### src/rtl/trace_capture_buffer.sv
`default_nettype none
// ============================================================================
//  Module   : trace_capture_buffer
//  Purpose  : Captures a sample stream into a circular RAM around a trigger.
//             The pre/post split is set by a delay fraction. The captured
//             window is then drained oldest-first over a ready/valid channel.
//             Stream mode runs the same RAM as a FIFO with a sticky
//             overflow flag.
//  Ports    : CLK_I, RST_NI (async, active-low)
//             CONTROL_*  - mode/delay write channel (ready in IDLE/STREAM)
//             SAMPLE_*   - trace samples and trigger, no backpressure
//             DATA_*     - registered readout stream
//             STATUS_*   - {[ts], overflow, triggered, fill, trig_ptr}
//  Config   : define TRB_TRIG_TIMESTAMP_EN to add a 32-bit trigger timestamp
//             in the MSBs of STATUS_O
//  Revision : 1.0 - initial release
// ============================================================================
module trace_capture_buffer #(
  parameter int DATA_WIDTH = 32,
  parameter int DEPTH      = 64,
  parameter int DELAY_BITS = 3,
  localparam int AW        = $clog2(DEPTH),
`ifdef TRB_TRIG_TIMESTAMP_EN
  localparam int SW        = 2*AW + 3 + 32
`else
  localparam int SW        = 2*AW + 3
`endif
) (
  input  logic                  CLK_I,
  input  logic                  RST_NI,
  input  logic                  CONTROL_VALID_I,
  output logic                  CONTROL_READY_O,
  input  logic                  CONTROL_MODE_I,
  input  logic [DELAY_BITS-1:0] CONTROL_DELAY_I,
  input  logic                  SAMPLE_VALID_I,
  input  logic [DATA_WIDTH-1:0] SAMPLE_I,
  input  logic                  TRIG_I,
  output logic                  DATA_VALID_O,
  input  logic                  DATA_READY_I,
  output logic [DATA_WIDTH-1:0] DATA_O,
  output logic                  STATUS_VALID_O,
  input  logic                  STATUS_READY_I,
  output logic [SW-1:0]         STATUS_O
);

  localparam int PW = AW + DELAY_BITS + 1;
  localparam logic [AW:0] C_FULL = (AW+1)'(DEPTH);

  localparam logic [2:0] S_IDLE    = 3'd0;
  localparam logic [2:0] S_FILL    = 3'd1;
  localparam logic [2:0] S_POST    = 3'd2;
  localparam logic [2:0] S_DONE    = 3'd3;
  localparam logic [2:0] S_READOUT = 3'd4;
  localparam logic [2:0] S_STREAM  = 3'd5;

  logic [2:0]            r_state;
  logic [DATA_WIDTH-1:0] r_mem [DEPTH];
  logic [AW-1:0]         r_wr_ptr, r_rd_ptr, r_trig_ptr;
  // r_fill counts words not yet handed over on the DATA channel, including
  // the one held in the output register; this keeps the RAM from ever being
  // overrun while the prefetch register is occupied.
  logic [AW:0]           r_fill;
  logic [PW-1:0]         r_post_cnt;
  logic [DELAY_BITS-1:0] r_delay;
  logic                  r_triggered, r_overflow, r_data_valid;

  logic [PW-1:0] w_post_prod, w_post_shr, w_post_len, w_post_next;
  logic [AW:0]   w_ram_cnt;
  logic w_ctrl_acc, w_status_acc, w_drain, w_xfer, w_load, w_full;
  logic w_capture, w_push_stream, w_write, w_trig_evt;

  assign CONTROL_READY_O = (r_state == S_IDLE) || (r_state == S_STREAM);
  assign STATUS_VALID_O  = (r_state == S_DONE) || (r_state == S_STREAM);
  assign DATA_VALID_O    = r_data_valid;

  assign w_ctrl_acc   = CONTROL_VALID_I && CONTROL_READY_O;
  assign w_status_acc = STATUS_VALID_O && STATUS_READY_I;

  // Post-trigger length includes the trigger sample itself, so never below 1.
  assign w_post_prod = (PW'(r_delay) + PW'(1)) * PW'(DEPTH - 1);
  assign w_post_shr  = w_post_prod >> DELAY_BITS;
  assign w_post_len  = (w_post_shr == '0) ? PW'(1) : w_post_shr;
  assign w_post_next = r_post_cnt + PW'(1);

  assign w_full    = (r_fill == C_FULL);
  assign w_drain   = (r_state == S_READOUT) || (r_state == S_STREAM);
  assign w_ram_cnt = r_fill - {{AW{1'b0}}, r_data_valid};
  assign w_xfer    = r_data_valid && DATA_READY_I;
  // Prefetch the next RAM word whenever the output register is empty or
  // being consumed this cycle; gives full rate with a registered DATA_O.
  assign w_load    = w_drain && (w_ram_cnt != '0) && (!r_data_valid || DATA_READY_I);

  assign w_capture     = SAMPLE_VALID_I && ((r_state == S_FILL) || (r_state == S_POST));
  // When full, a push is still accepted if a word leaves in the same cycle.
  assign w_push_stream = (r_state == S_STREAM) && SAMPLE_VALID_I && !w_ctrl_acc &&
                         (!w_full || w_xfer);
  assign w_write       = w_capture || w_push_stream;
  assign w_trig_evt    = SAMPLE_VALID_I && TRIG_I &&
                         ((r_state == S_FILL) ||
                          ((r_state == S_STREAM) && !r_triggered && !w_ctrl_acc));

  always_ff @(posedge CLK_I) begin
    if (w_write) r_mem[r_wr_ptr] <= SAMPLE_I;
  end

  always_ff @(posedge CLK_I or negedge RST_NI) begin
    if (!RST_NI) begin
      r_state      <= S_IDLE;
      r_wr_ptr     <= '0;
      r_rd_ptr     <= '0;
      r_trig_ptr   <= '0;
      r_fill       <= '0;
      r_post_cnt   <= '0;
      r_delay      <= '0;
      r_triggered  <= 1'b0;
      r_overflow   <= 1'b0;
      r_data_valid <= 1'b0;
      DATA_O       <= '0;
    end else begin
      if (w_write) r_wr_ptr <= r_wr_ptr + AW'(1);

      if (w_load) begin
        DATA_O       <= r_mem[r_rd_ptr];
        r_data_valid <= 1'b1;
        r_rd_ptr     <= r_rd_ptr + AW'(1);
      end else if (w_xfer) begin
        r_data_valid <= 1'b0;
      end

      if (w_drain)
        r_fill <= r_fill + (AW+1)'(w_push_stream) - (AW+1)'(w_xfer);
      else if (w_capture && !w_full)
        r_fill <= r_fill + (AW+1)'(1);

      if (w_trig_evt) begin
        r_trig_ptr  <= r_wr_ptr;
        r_triggered <= 1'b1;
      end

      if ((r_state == S_STREAM) && SAMPLE_VALID_I && !w_ctrl_acc && !w_push_stream)
        r_overflow <= 1'b1;

      case (r_state)
        S_FILL: begin
          if (SAMPLE_VALID_I && TRIG_I) begin
            r_post_cnt <= PW'(1);
            r_state    <= (w_post_len == PW'(1)) ? S_DONE : S_POST;
          end
        end
        S_POST: begin
          if (SAMPLE_VALID_I) begin
            r_post_cnt <= w_post_next;
            if (w_post_next == w_post_len) r_state <= S_DONE;
          end
        end
        S_DONE: begin
          if (w_status_acc) begin
            // Oldest word sits `fill` entries behind the write pointer.
            r_rd_ptr <= r_wr_ptr - r_fill[AW-1:0];
            r_state  <= S_READOUT;
          end
        end
        S_READOUT: begin
          if (w_xfer && (r_fill == (AW+1)'(1))) r_state <= S_IDLE;
        end
        default: ;
      endcase

      // Accepted control write (IDLE or STREAM) restarts the buffer.
      if (w_ctrl_acc) begin
        r_delay      <= CONTROL_DELAY_I;
        r_wr_ptr     <= '0;
        r_rd_ptr     <= '0;
        r_trig_ptr   <= '0;
        r_fill       <= '0;
        r_post_cnt   <= '0;
        r_triggered  <= 1'b0;
        r_overflow   <= 1'b0;
        r_data_valid <= 1'b0;
        r_state      <= CONTROL_MODE_I ? S_STREAM : S_FILL;
      end
    end
  end

`ifdef TRB_TRIG_TIMESTAMP_EN
  logic [31:0] r_cycle, r_trig_ts;

  always_ff @(posedge CLK_I or negedge RST_NI) begin
    if (!RST_NI) begin
      r_cycle   <= '0;
      r_trig_ts <= '0;
    end else begin
      r_cycle <= r_cycle + 32'd1;
      if (w_ctrl_acc)      r_trig_ts <= '0;
      else if (w_trig_evt) r_trig_ts <= r_cycle;
    end
  end

  assign STATUS_O = {r_trig_ts, r_overflow, r_triggered, r_fill, r_trig_ptr};
`else
  assign STATUS_O = {r_overflow, r_triggered, r_fill, r_trig_ptr};
`endif

endmodule
`default_nettype wire
### config.mk
export PLATFORM = sky130hd
export DESIGN_NAME = trace_capture_buffer
export DESIGN_NICKNAME = d
export VERILOG_FILES = /design/src/rtl/trace_capture_buffer.sv
export SDC_FILE = /design/constraint.sdc
export NUM_CORES = 2
export LEC_CHECK = 0
export CORE_ASPECT_RATIO = 0.5
export CORE_MARGIN = 4
export CORE_UTILIZATION = 40
export CTS_BUF_LIST = sky130_fd_sc_hd__clkbuf_16
export CTS_CLUSTER_DIAMETER = 50
export DETAILED_ROUTE_END_ITERATION = 6
export MAX_ROUTING_LAYER = met4
export SKIP_LAST_GASP = 1
export SYNTH_ARGS = -nofsm -noshare
export SYNTH_HDL_FRONTEND = slang
export SYNTH_SLANG_ARGS = --single-unit
### constraint.sdc
create_clock -name CLK_I -period 5.3 [get_ports CLK_I]
set_clock_uncertainty 0.2 [all_clocks]
set_input_delay 0.53 -clock CLK_I [delete_from_list [all_inputs] [get_ports CLK_I]]
set_output_delay 0.53 -clock CLK_I [all_outputs]
set_load 0.1 [all_outputs]
==> reports/metrics.yaml <==
synthTopCellsByArea: "edfxtp_1 (74%), mux4_2 (18%), dfrtp_1 (2.3%), ha_1 (0.66%), nor2_1 (0.47%)"
pre_cts_ws_ps: 590
ys_types: 56
cts_buffers: 198
cp-start-kind: "register"
crit_type: "register to register"
power.density_nw_per_um2: 507
grt_pass1_wl_um: 286000
maxCapViolations: 0
worst_r2r_startpoint: "r_delay[0]"
p_leak_nw: 29.2
p_int_w: 0.0330
synth_xor_area_share_pct: 0.423
drcViolationCount: 0
gr-total-overflow: 0
drt-pass1-iter-count: 5
slew_headroom_pct: 8.22
switching_power_w: 0.0149
pwr-share-comb_pct: 30.5
setup_viol: 0
ant_nets: 0
synth_flop_cell: "edfxtp_1"
final_layout_size_suffix_gt1_share_pct: 31.7
clkLatencyLatePin_ps: 830
crit_path_end_kind: "register"
synth_mux_area_share_pct: 18.8
hold_viol: 0
fillers: 16652
detail_route.wl_per_cell_um: 29.8
synth_most_common_cell: "edfxtp_1"
outcome: "finished, final reports clean"
critPathArrivalTime_ps: 5210
synth_top_family_by_area: "multiplexers"
grt_usage_pct: 19.0
grt_start_max_net_pins: 101
crit_chain: "inv_1 > ha_1 > inv_1 > fa_1 > inv_1 > fa_1 > inv_1 > fa_1 > nor2b_1 > o21ba_2 > a221oi_1 > nor4b_1 > a31oi_1 > xnor2_1 > nand3_1 > a21oi_1"
synth-adder-area-share_pct: 0.858
setup_ws_ps: 583
final-instance-count-excl-fill: 6651
post-place-cells: 6289
place_congestion: 0.823
path_common_cell: "inv_1"
ir_drop_mv: 0.306
regArea_um2: 63400
netlist_area_um2: 82800
critPathSlowestCell: "fa_1"
yosys.area_share.simple_pct: 1.30
synthTopCellsByCount: "edfxtp_1 (2048), mux4_2 (672), nor2_1 (103)"
rsz0062_at_grt: "false"
die_w_um: 651
first_global_vias: 38866
power_switching_share_pct: 31.2
crit_fanout: 6
cts_setup_buffers: 0
worstMarginPinSlew_ps: 1380
postSynthAreaPerCell_um2: 23.7
final_max_slew_viol_count: 0
tns_ps: 0
numClockSinks: 2124
power.share.clock_pct: 28.6
start_util_pct: 40.5
synth_edf_count: 2048
multi_input_area_um2: 18900
post-dp-hpwl_um: 120000
cts_tree: "yes"
fin_crit_ps: 4720
whs_ps: 92.5
synth_warnings: 0
syn_to_final_growth_pct: 14.2
layout.nets: 3848
synth_compound_area_share_pct: 0.870
yosysTopAreaCell: "edfxtp_1"
htree_levels: 4
clk_pin_slew_worst_paths_ps: 60
hold_path.class: "primary input to asynchronous set/reset pin"
vias: 38275
dieArea_um2: 215000
ys_ff_latch: 2124
synth-seq-area-share_pct: 76.6
first_iter_violations: 3991
syn_inst: 3496
rows: 117
clock_path_buffers: 4
wl_um: 198000
total_power_w: 0.0479
p_seq_share_pct: 40.9
r2r_end: "r_state[0]"
fmax_mhz: 212
avgViaCountPerCell: 5.75
slowest_delay_ps: 590
period_share_pct: 89.0
cp.required_ps: 5790
antenna_found_initial: 34
io-pin-count: 93
reg2reg_depth: 16
reg2reg_slack_ps: 580
synth.top_cell.area_share_pct: 74.3
coreArea_um2: 205000
die_h_um: 330
syn_nets: 3591
port_buffers: 92
clock-root-buffer: "clkbuf_16"
async_flop_share_pct: 3.58
[timing repair]
| item | in CTS | in global routing |
|---|---|---|
| endpoints found under the hold margin | 32 | 0 |
| gates resized for setup | 0 | 0 |
| hold buffers | 1 | 0 |
[cell type report]
| type | count | share of cell area (%) |
|---|---|---|
| diodes | 6 | 0.0159 |
| flip-flops and latches | 2124 | 67.1 |
| clock inverters | 154 | 1.23 |
| inverters | 32 | 0.127 |
| clock buffers | 201 | 5.32 |
| multi-input cells | 1154 | 20.0 |
| well taps | 2737 | 3.62 |
| repair buffers | 243 | 2.58 |
[metrics by stage]
stage / cell area, um2 / util, %
final: 94600 / 46.2
after global routing: 94500 / 46.2
after CTS: 94500 / 46.2
after detailed placement: 88300 / 43.2
after global placement: 88300 / 43.2
after floorplan: 82800 / -
[state kept, by name, summed over array words and instances (netlist names), 3 cells and up]
register,count
r_trig_ptr,6
r_state,3
r_wr_ptr,6
r_mem,2048
r_post_cnt,10
r_rd_ptr,6
r_fill,7
r_delay,3
DATA_O,32
[placed cells by master (no fill, tap or decap), types with 5 or more instances in the layout]
master,synthesis,routed
edfxtp_1,2048,2048
mux4_2,672,672
clkbuf_16,0,201
buf_4,9,108
dfrtp_1,76,70
inv_1,30,63
nor2_4,0,60
clkdlybuf4s50_1,0,58
clkinv_1,0,50
ha_1,44,44
buf_12,0,44
nand2_1,43,43
nor2_1,103,43
clkinv_2,0,36
a21oi_1,33,33
mux2_2,32,32
buf_2,41,32
xnor2_1,25,25
nand3_1,19,19
o21ai_0,17,17
bufinv_16,0,16
xor2_1,15,15
o21ai_1,15,15
nand4_1,11,11
nor2b_1,11,11
mux2i_1,10,10
and2_1,8,8
fa_1,8,8
nor3_1,9,7
diode_2,0,6
o21bai_1,6,6
and3_1,6,6
clkinvlp_4,0,6
o21a_1,5,5
a31oi_1,5,5
[worst max-delay path by stage]
| stage | slack (ps) | from | to | cells past startpoint |
|---|---|---|---|---|
| after floorplan | -1030 | r_fill[1] | r_mem[40][0] | 8 |
| after global placement | 700 | r_delay[0] | r_state[0] | 16 |
| after detailed placement | 590 | r_delay[0] | r_state[0] | 16 |
| after CTS | 570 | r_delay[0] | r_state[0] | 16 |
| after global routing | 200 | r_delay[0] | r_state[0] | 16 |
| final | 580 | r_delay[0] | r_state[0] | 16 |
[power by group through the flow]
stage	Sequential (W)	Combinational (W)	Clock [W]
final	0.0196	0.0146	0.0137
after global routing	0.0196	0.0155	0.0148
after CTS	0.0196	0.0148	0.0140
after detailed placement	0.0200	0.0147	0
after global placement	0.0199	0.0147	0
after floorplan	0.0205	0.00915	0
[kinds of logic after synthesis]
logic type / Yosys count
fa+ha+maj: 52
flops: 2124
buf+inv: 218
simple gates: 232
compound gates: 116
xor+xnor: 40
mux: 714
[critical path: cells and delay by family (launching register included)]
kind / cells / cell delay [ps]
compound gates: 4 / 960
xor+xnor: 1 / 140
fa+ha+maj: 4 / 1960
buf+inv: 4 / 470
flops: 1 / 500
simple gates: 3 / 420
[layer usage]
layer	vias to the layer above	routed length [um]	share of wire, %	GRT usage [%]
li1	15463	-	-	-
met1	20897	84000	42	26.7
met2	1619	92700	47	28.5
met3	296	17000	8.6	4.24
met4	0	4320	2.2	4.29
met5	-	0	0	-
(Power assumes the default switching activity.)
